===== config.mk =====
export PLATFORM = sky130hd
export DESIGN_NAME = instr_fetcher
export DESIGN_NICKNAME = d
export VERILOG_FILES = /design/src/rtl/instr_fetcher.sv
export SDC_FILE = /design/constraint.sdc
export NUM_CORES = 1
export LEC_CHECK = 0
export ABC_CLOCK_PERIOD_IN_PS = 1900
export CAP_MARGIN = 10
export CORE_MARGIN = 5
export CORE_UTILIZATION = 43
export DETAILED_ROUTE_END_ITERATION = 16
export PLACE_DENSITY = 0.88
export RECOVER_POWER = 50
export SETUP_SLACK_MARGIN = 0.1
export SKIP_LAST_GASP = 1
export SLEW_MARGIN = 20
export SYNTH_ARGS = -nofsm -noshare
export SYNTH_HDL_FRONTEND = slang
export SYNTH_SLANG_ARGS = --single-unit

===== constraint.sdc =====
create_clock -name clk -period 1.9 [get_ports clk]
set_clock_uncertainty 0.05 [all_clocks]
set_input_delay 0.285 -clock clk [delete_from_list [all_inputs] [get_ports clk]]
set_output_delay 0.285 -clock clk [all_outputs]
set_load 0.05 [all_outputs]

===== src/rtl/instr_fetcher.sv =====
// rtl/instr_fetcher.sv - single-issue instruction fetcher between memory controller and decoder
// Optional direct-mapped one-word-per-line i-cache enabled by FETCHER_ICACHE_EN.
module instr_fetcher #(
    parameter logic [31:0] RESET_PC           = 32'h0,
    parameter int          ICACHE_INDEX_WIDTH = 4
) (
    input  logic        clk,
    input  logic        rst,
    input  logic        rdy,
    output logic        mem_req,
    output logic [31:0] mem_addr,
    input  logic        mem_ready,
    input  logic [31:0] mem_data,
    input  logic        rob_full,
    input  logic        rs_full,
    input  logic        lsb_full,
    output logic        instr_ready,
    output logic [31:0] instr_out,
    output logic [31:0] instr_addr_out,
    input  logic        instr_issued,
    input  logic [31:0] predict_pc,
    input  logic        rob_clear,
    input  logic [31:0] rob_new_pc
);

    typedef enum logic [2:0] {
        S_FETCH,
        S_WAIT_MEM,
        S_HOLD,
        S_WAIT_PC,
        S_DISCARD
    } state_e;

    state_e      state_q, state_d;
    logic [31:0] pc_q, pc_d;
    logic [31:0] mem_addr_q, mem_addr_d;
    logic [31:0] instr_q, instr_d;
    logic [31:0] iaddr_q, iaddr_d;
    logic        mem_req_q, mem_req_d;
    logic        ready_q, ready_d;
    logic        accept;
    logic        hit;
    logic [31:0] hit_data;
    logic        fill;

    // Same condition the decoder uses to consume, so each word is taken exactly once.
    assign accept = ready_q & ~rob_full & ~rs_full & ~lsb_full;

`ifdef FETCHER_ICACHE_EN
    localparam int LINES = 1 << ICACHE_INDEX_WIDTH;
    localparam int TAG_W = 30 - ICACHE_INDEX_WIDTH;

    logic [LINES-1:0]              valid_q;
    logic [31:0]                   data_q [LINES];
    logic [TAG_W-1:0]              tag_q  [LINES];
    logic [ICACHE_INDEX_WIDTH-1:0] idx;
    logic [TAG_W-1:0]              tag;

    assign idx      = pc_q[ICACHE_INDEX_WIDTH+1:2];
    assign tag      = pc_q[31:ICACHE_INDEX_WIDTH+2];
    assign hit      = valid_q[idx] && (tag_q[idx] == tag);
    assign hit_data = data_q[idx];

    always_ff @(posedge clk) begin
        if (rst) begin
            valid_q <= '0;
        end else if (rdy && fill) begin
            valid_q[idx] <= 1'b1;
        end
    end

    always_ff @(posedge clk) begin
        if (!rst && rdy && fill) begin
            data_q[idx] <= mem_data;
            tag_q[idx]  <= tag;
        end
    end
`else
    logic [32:0] unused_icache;

    assign hit           = 1'b0;
    assign hit_data      = '0;
    assign unused_icache = {fill, 32'(ICACHE_INDEX_WIDTH)};
`endif

    always_ff @(posedge clk) begin
        if (rst) begin
            state_q <= S_FETCH;
        end else if (rdy) begin
            state_q <= state_d;
        end
    end

    always_comb begin
        state_d = state_q;
        if (rob_clear) begin
            // A read still in flight must have its response absorbed before refetching.
            state_d = (state_q == S_WAIT_MEM && !mem_ready) ? S_DISCARD : S_FETCH;
        end else begin
            case (state_q)
                S_FETCH:    state_d = hit ? S_HOLD : S_WAIT_MEM;
                S_WAIT_MEM: if (mem_ready) state_d = S_HOLD;
                S_HOLD:     if (accept) state_d = S_WAIT_PC;
                S_WAIT_PC:  if (instr_issued) state_d = S_FETCH;
                S_DISCARD:  if (mem_ready) state_d = S_FETCH;
                default:    state_d = S_FETCH;
            endcase
        end
    end

    always_comb begin
        pc_d       = pc_q;
        mem_req_d  = mem_req_q;
        mem_addr_d = mem_addr_q;
        ready_d    = ready_q;
        instr_d    = instr_q;
        iaddr_d    = iaddr_q;
        fill       = 1'b0;
        if (rob_clear) begin
            pc_d      = rob_new_pc;
            ready_d   = 1'b0;
            mem_req_d = 1'b0;
        end else begin
            case (state_q)
                S_FETCH: begin
                    if (hit) begin
                        instr_d = hit_data;
                        iaddr_d = pc_q;
                        ready_d = 1'b1;
                    end else begin
                        mem_req_d  = 1'b1;
                        mem_addr_d = {pc_q[31:2], 2'b00};
                    end
                end
                S_WAIT_MEM: begin
                    if (mem_ready) begin
                        instr_d   = mem_data;
                        iaddr_d   = pc_q;
                        ready_d   = 1'b1;
                        mem_req_d = 1'b0;
                        fill      = 1'b1;
                    end
                end
                S_HOLD: begin
                    if (accept) ready_d = 1'b0;
                end
                S_WAIT_PC: begin
                    if (instr_issued) pc_d = predict_pc;
                end
                default: ;
            endcase
        end
    end

    always_ff @(posedge clk) begin
        if (rst) begin
            pc_q       <= RESET_PC;
            mem_req_q  <= 1'b0;
            mem_addr_q <= '0;
            ready_q    <= 1'b0;
            instr_q    <= '0;
            iaddr_q    <= '0;
        end else if (rdy) begin
            pc_q       <= pc_d;
            mem_req_q  <= mem_req_d;
            mem_addr_q <= mem_addr_d;
            ready_q    <= ready_d;
            instr_q    <= instr_d;
            iaddr_q    <= iaddr_d;
        end
    end

    assign mem_req        = mem_req_q;
    assign mem_addr       = mem_addr_q;
    assign instr_ready    = ready_q;
    assign instr_out      = instr_q;
    assign instr_addr_out = iaddr_q;

endmodule

==> results.sh <==
export IMPL_synth_cell_type_count=33
export IMPL_cts_num_sinks=131
export IMPL_h_tree_depth=4
export IMPL_setup_violations_final=0
export IMPL_synthesis_area_mm2=0.00499
export IMPL_std_cell_rows=39
export IMPL_cp_arrival_ns=2.03
export IMPL_die_w_um=118
export IMPL_dr_first_iter_drc_count=276
export IMPL_place_detailed_hpwl_mm=10.6
export IMPL_max_stage_delay_ns=0.58
export IMPL_synth_seq_cells=131
export IMPL_yosys_warnings=0
export IMPL_fin_crit_sh=0.937
export IMPL_grt_setup_unrepaired="false"
export IMPL_clock_pin_slew_of_the_registers_on_the_worst_case_setup_and_hold_paths_ns=0.06
export IMPL_layout_drive_gt1_share=0.0744
export IMPL_detailedRoute_firstPassIterationCount=5
export IMPL_critical_path_endpoint_type="register"
export IMPL_wl_per_cell_um=16.0
export IMPL_globalRouteOverflowTotal=0
export IMPL_synth_top_cells_by_count="sky130_fd_sc_hd__nand2_1 (190), sky130_fd_sc_hd__dfxtp_1 (131), sky130_fd_sc_hd__a21oi_1 (95)"
export IMPL_final_util=0.672
export IMPL_timing_critical_path_slowest_stage_cell="sky130_fd_sc_hd__or4b_4"
export IMPL_yosys_mux_area_fraction=0.0642
export IMPL_max_vdd_ir_drop_mv=0.428
export IMPL_synthSimpleGateAreaFrac=0.200
export IMPL_critPathLaunchType="register"
export IMPL_clk_path_buf_depth=2
export IMPL_postSynth_asyncResetShare=0
export IMPL_pwr_density_cell_mw_per_mm2=907
export IMPL_finalNetCount=886
export IMPL_worstSkewPairLatency_ns=0.41
export IMPL_postCtsHoldBufs=0
export IMPL_timing_critical_path_max_delay_family="simple AND/OR/NAND/NOR gates"
export IMPL_post_route_drc_count=0
export IMPL_fin_crit_ns=1.78
export IMPL_finalPower_uw=6920
export IMPL_vias=4825
export IMPL_area_growth_synth_to_final_pct=53.1
export IMPL_floorplan_die_area_mm2=0.0139
export IMPL_route_antenna_remaining_nets=0
export IMPL_number_of_global_route_vias_before_repair=4932
export IMPL_worstPathMaxFanout=10
export IMPL_synth_top_family_by_area="simple AND/OR/NAND/NOR gates"
export IMPL_cts_inserted_buffers=17
export IMPL_io_pins=203
export IMPL_timing_final_hold_violations=0
export IMPL_timing_critical_path_cells="or4b_4, o221a_4, nor4bb_1, o21ba_1"
export IMPL_min_delay_path_class="in -> reg"
export IMPL_port_buffers=200
export IMPL_power_leakage_uw=0.00321
export IMPL_synth_top_cells_by_area="sky130_fd_sc_hd__dfxtp_1 (53%), sky130_fd_sc_hd__nand2_1 (14%), sky130_fd_sc_hd__a21oi_1 (9.5%), sky130_fd_sc_hd__mux2i_1 (6.4%), sky130_fd_sc_hd__a211oi_1 (5.0%)"
export IMPL_die_height_um=118
export IMPL_drv_slew=0
export IMPL_syn_instance_count=595
export IMPL_critPathKind="reg -> reg"
export IMPL_worstMarginPinSlew_ns=0.662
export IMPL_netlist_top_cell_by_area="sky130_fd_sc_hd__dfxtp_1"
export IMPL_antenna_violations_before_repair=0
export IMPL_core_area_mm2=0.0114
export IMPL_max_cap_violations=0
export IMPL_num_antenna_cells=0
export IMPL_tritoncts="done"
export IMPL_synth_seq_area_share=0.526
export IMPL_wl_mm=14.9
export IMPL_run_status="finished, final reports clean"
export IMPL_synth_xor_xnor_area_share=0
export IMPL_post_synth_top_count_cell="sky130_fd_sc_hd__nand2_1"
export IMPL_cp_required_ns=2.15
export IMPL_cts_root_buffer_cell="sky130_fd_sc_hd__clkbuf_16"
export IMPL_grtUsageTotal=0.211
export IMPL_yosys_most_used_dff="sky130_fd_sc_hd__dfxtp_1"
export IMPL_synthesis_area_per_instance_um2=8.38
export IMPL_synth_compound_gate_area_share=0.163
export IMPL_floorplan_initialDensity=0.439
export IMPL_detail_route_vias_per_cell=5.15
export IMPL_gp_routability_congestion=0.807
export IMPL_synth_edf_count=0
export IMPL_combined_buffer_and_inverter_count_along_the_critical_path=0
export IMPL_pin_count_of_the_biggest_net_entering_global_routing=60
export IMPL_post_synth_fa_ha_maj_area_fraction=0
export IMPL_achievable_frequency_mhz=561
export IMPL_slew_headroom=0.560
export IMPL_grt_first_pass_wirelength_mm=24.1
export IMPL_synthDominantCellAreaShare=0.526
placed cells by master (no fill, tap or decap), types with 4 or more instances in the layout:
cell                              instances
sky130_fd_sc_hd__clkinv_4                 4
sky130_fd_sc_hd__nand2_1                190
sky130_fd_sc_hd__a21oi_1                 95
sky130_fd_sc_hd__buf_4                    9
sky130_fd_sc_hd__nor2_1                  35
sky130_fd_sc_hd__dlygate4sd2_1           92
sky130_fd_sc_hd__mux2i_1                 32
sky130_fd_sc_hd__buf_12                   8
sky130_fd_sc_hd__dfxtp_1                129
sky130_fd_sc_hd__clkdlybuf4s50_1        102
sky130_fd_sc_hd__clkbuf_16               17
sky130_fd_sc_hd__a211oi_1                33
sky130_fd_sc_hd__clkbuf_1                 4
timing repair:
item | CTS | global route
endpoints found under the setup margin | 92 | 3
buffers inserted | 0 | 0
resized for setup | 92 | 3
state kept, by name (all words and copies together), names as in the netlist:
signal and cells:
instr_ready 1, state_q 3, pc_q 32, mem_req 1
instr_out 32, mem_addr 30, instr_addr_out 32
kinds of logic after synthesis:
group | Yosys count
AO/OA/AOI/OAI | 138
buffers and inverters | 51
flip-flops | 131
multiplexers | 32
other | 1
AND/OR/NAND/NOR | 242
layout make-up:
| cell class | count | area (um2) |
|---|---|---|
| sequential | 131 | 2630 |
| inverter | 1 | 3.75 |
| fill | 928 | 3730 |
| multi-input combinational | 414 | 2150 |
| clock buffer | 19 | 453 |
| timing repair buffer | 216 | 2070 |
| clock inverter | 12 | 156 |
| tap | 143 | 179 |
path summary, 6_finish.rpt:
check	startpoint	end	slack, ns	depth (start not counted)
worst min register to register	instr_out[18]$_SDFFE_PP0P_	instr_out[18]$_SDFFE_PP0P_	0.40	2
worst max-delay path	state_q[2]$_SDFFE_PP0P_	state_q[2]$_SDFFE_PP0P_	0.12	4
worst min-delay path	rst	mem_addr[8]$_SDFFE_PP0P_	0.27	2
worst max register to register	state_q[2]$_SDFFE_PP0P_	state_q[2]$_SDFFE_PP0P_	0.12	4
metal layers:
metal  vias to the layer above  wire [um]  GRT usage
met5                         -          0          0
met4                         0        287     0.0839
met3                        23       1060     0.0654
met2                       198       7670      0.376
met1                      2233       5920      0.232
li1                       2371          -          -
where the power goes:
group,internal (uW),switching [uW]
Clock,2130,1180
Sequential,2830,58.0
Combinational,349,375
Total,5310,1620
through the flow:
step	hold slack, ns	TNS (ns)	worst slack, ns	instance area [um2]	std cells
finish	0.273	0	0.119	7640	936
floorplan	0.371	0	0.187	4990	596
CTS	0.268	0	0.128	7650	936
detailed placement	0.397	-0.108	-0.108	7160	905
global placement	0.389	-0.0230	-0.0230	7160	905
global route	0.290	0	0.0411	7640	936
No activity file was read; power rests on OpenSTA's default activity.
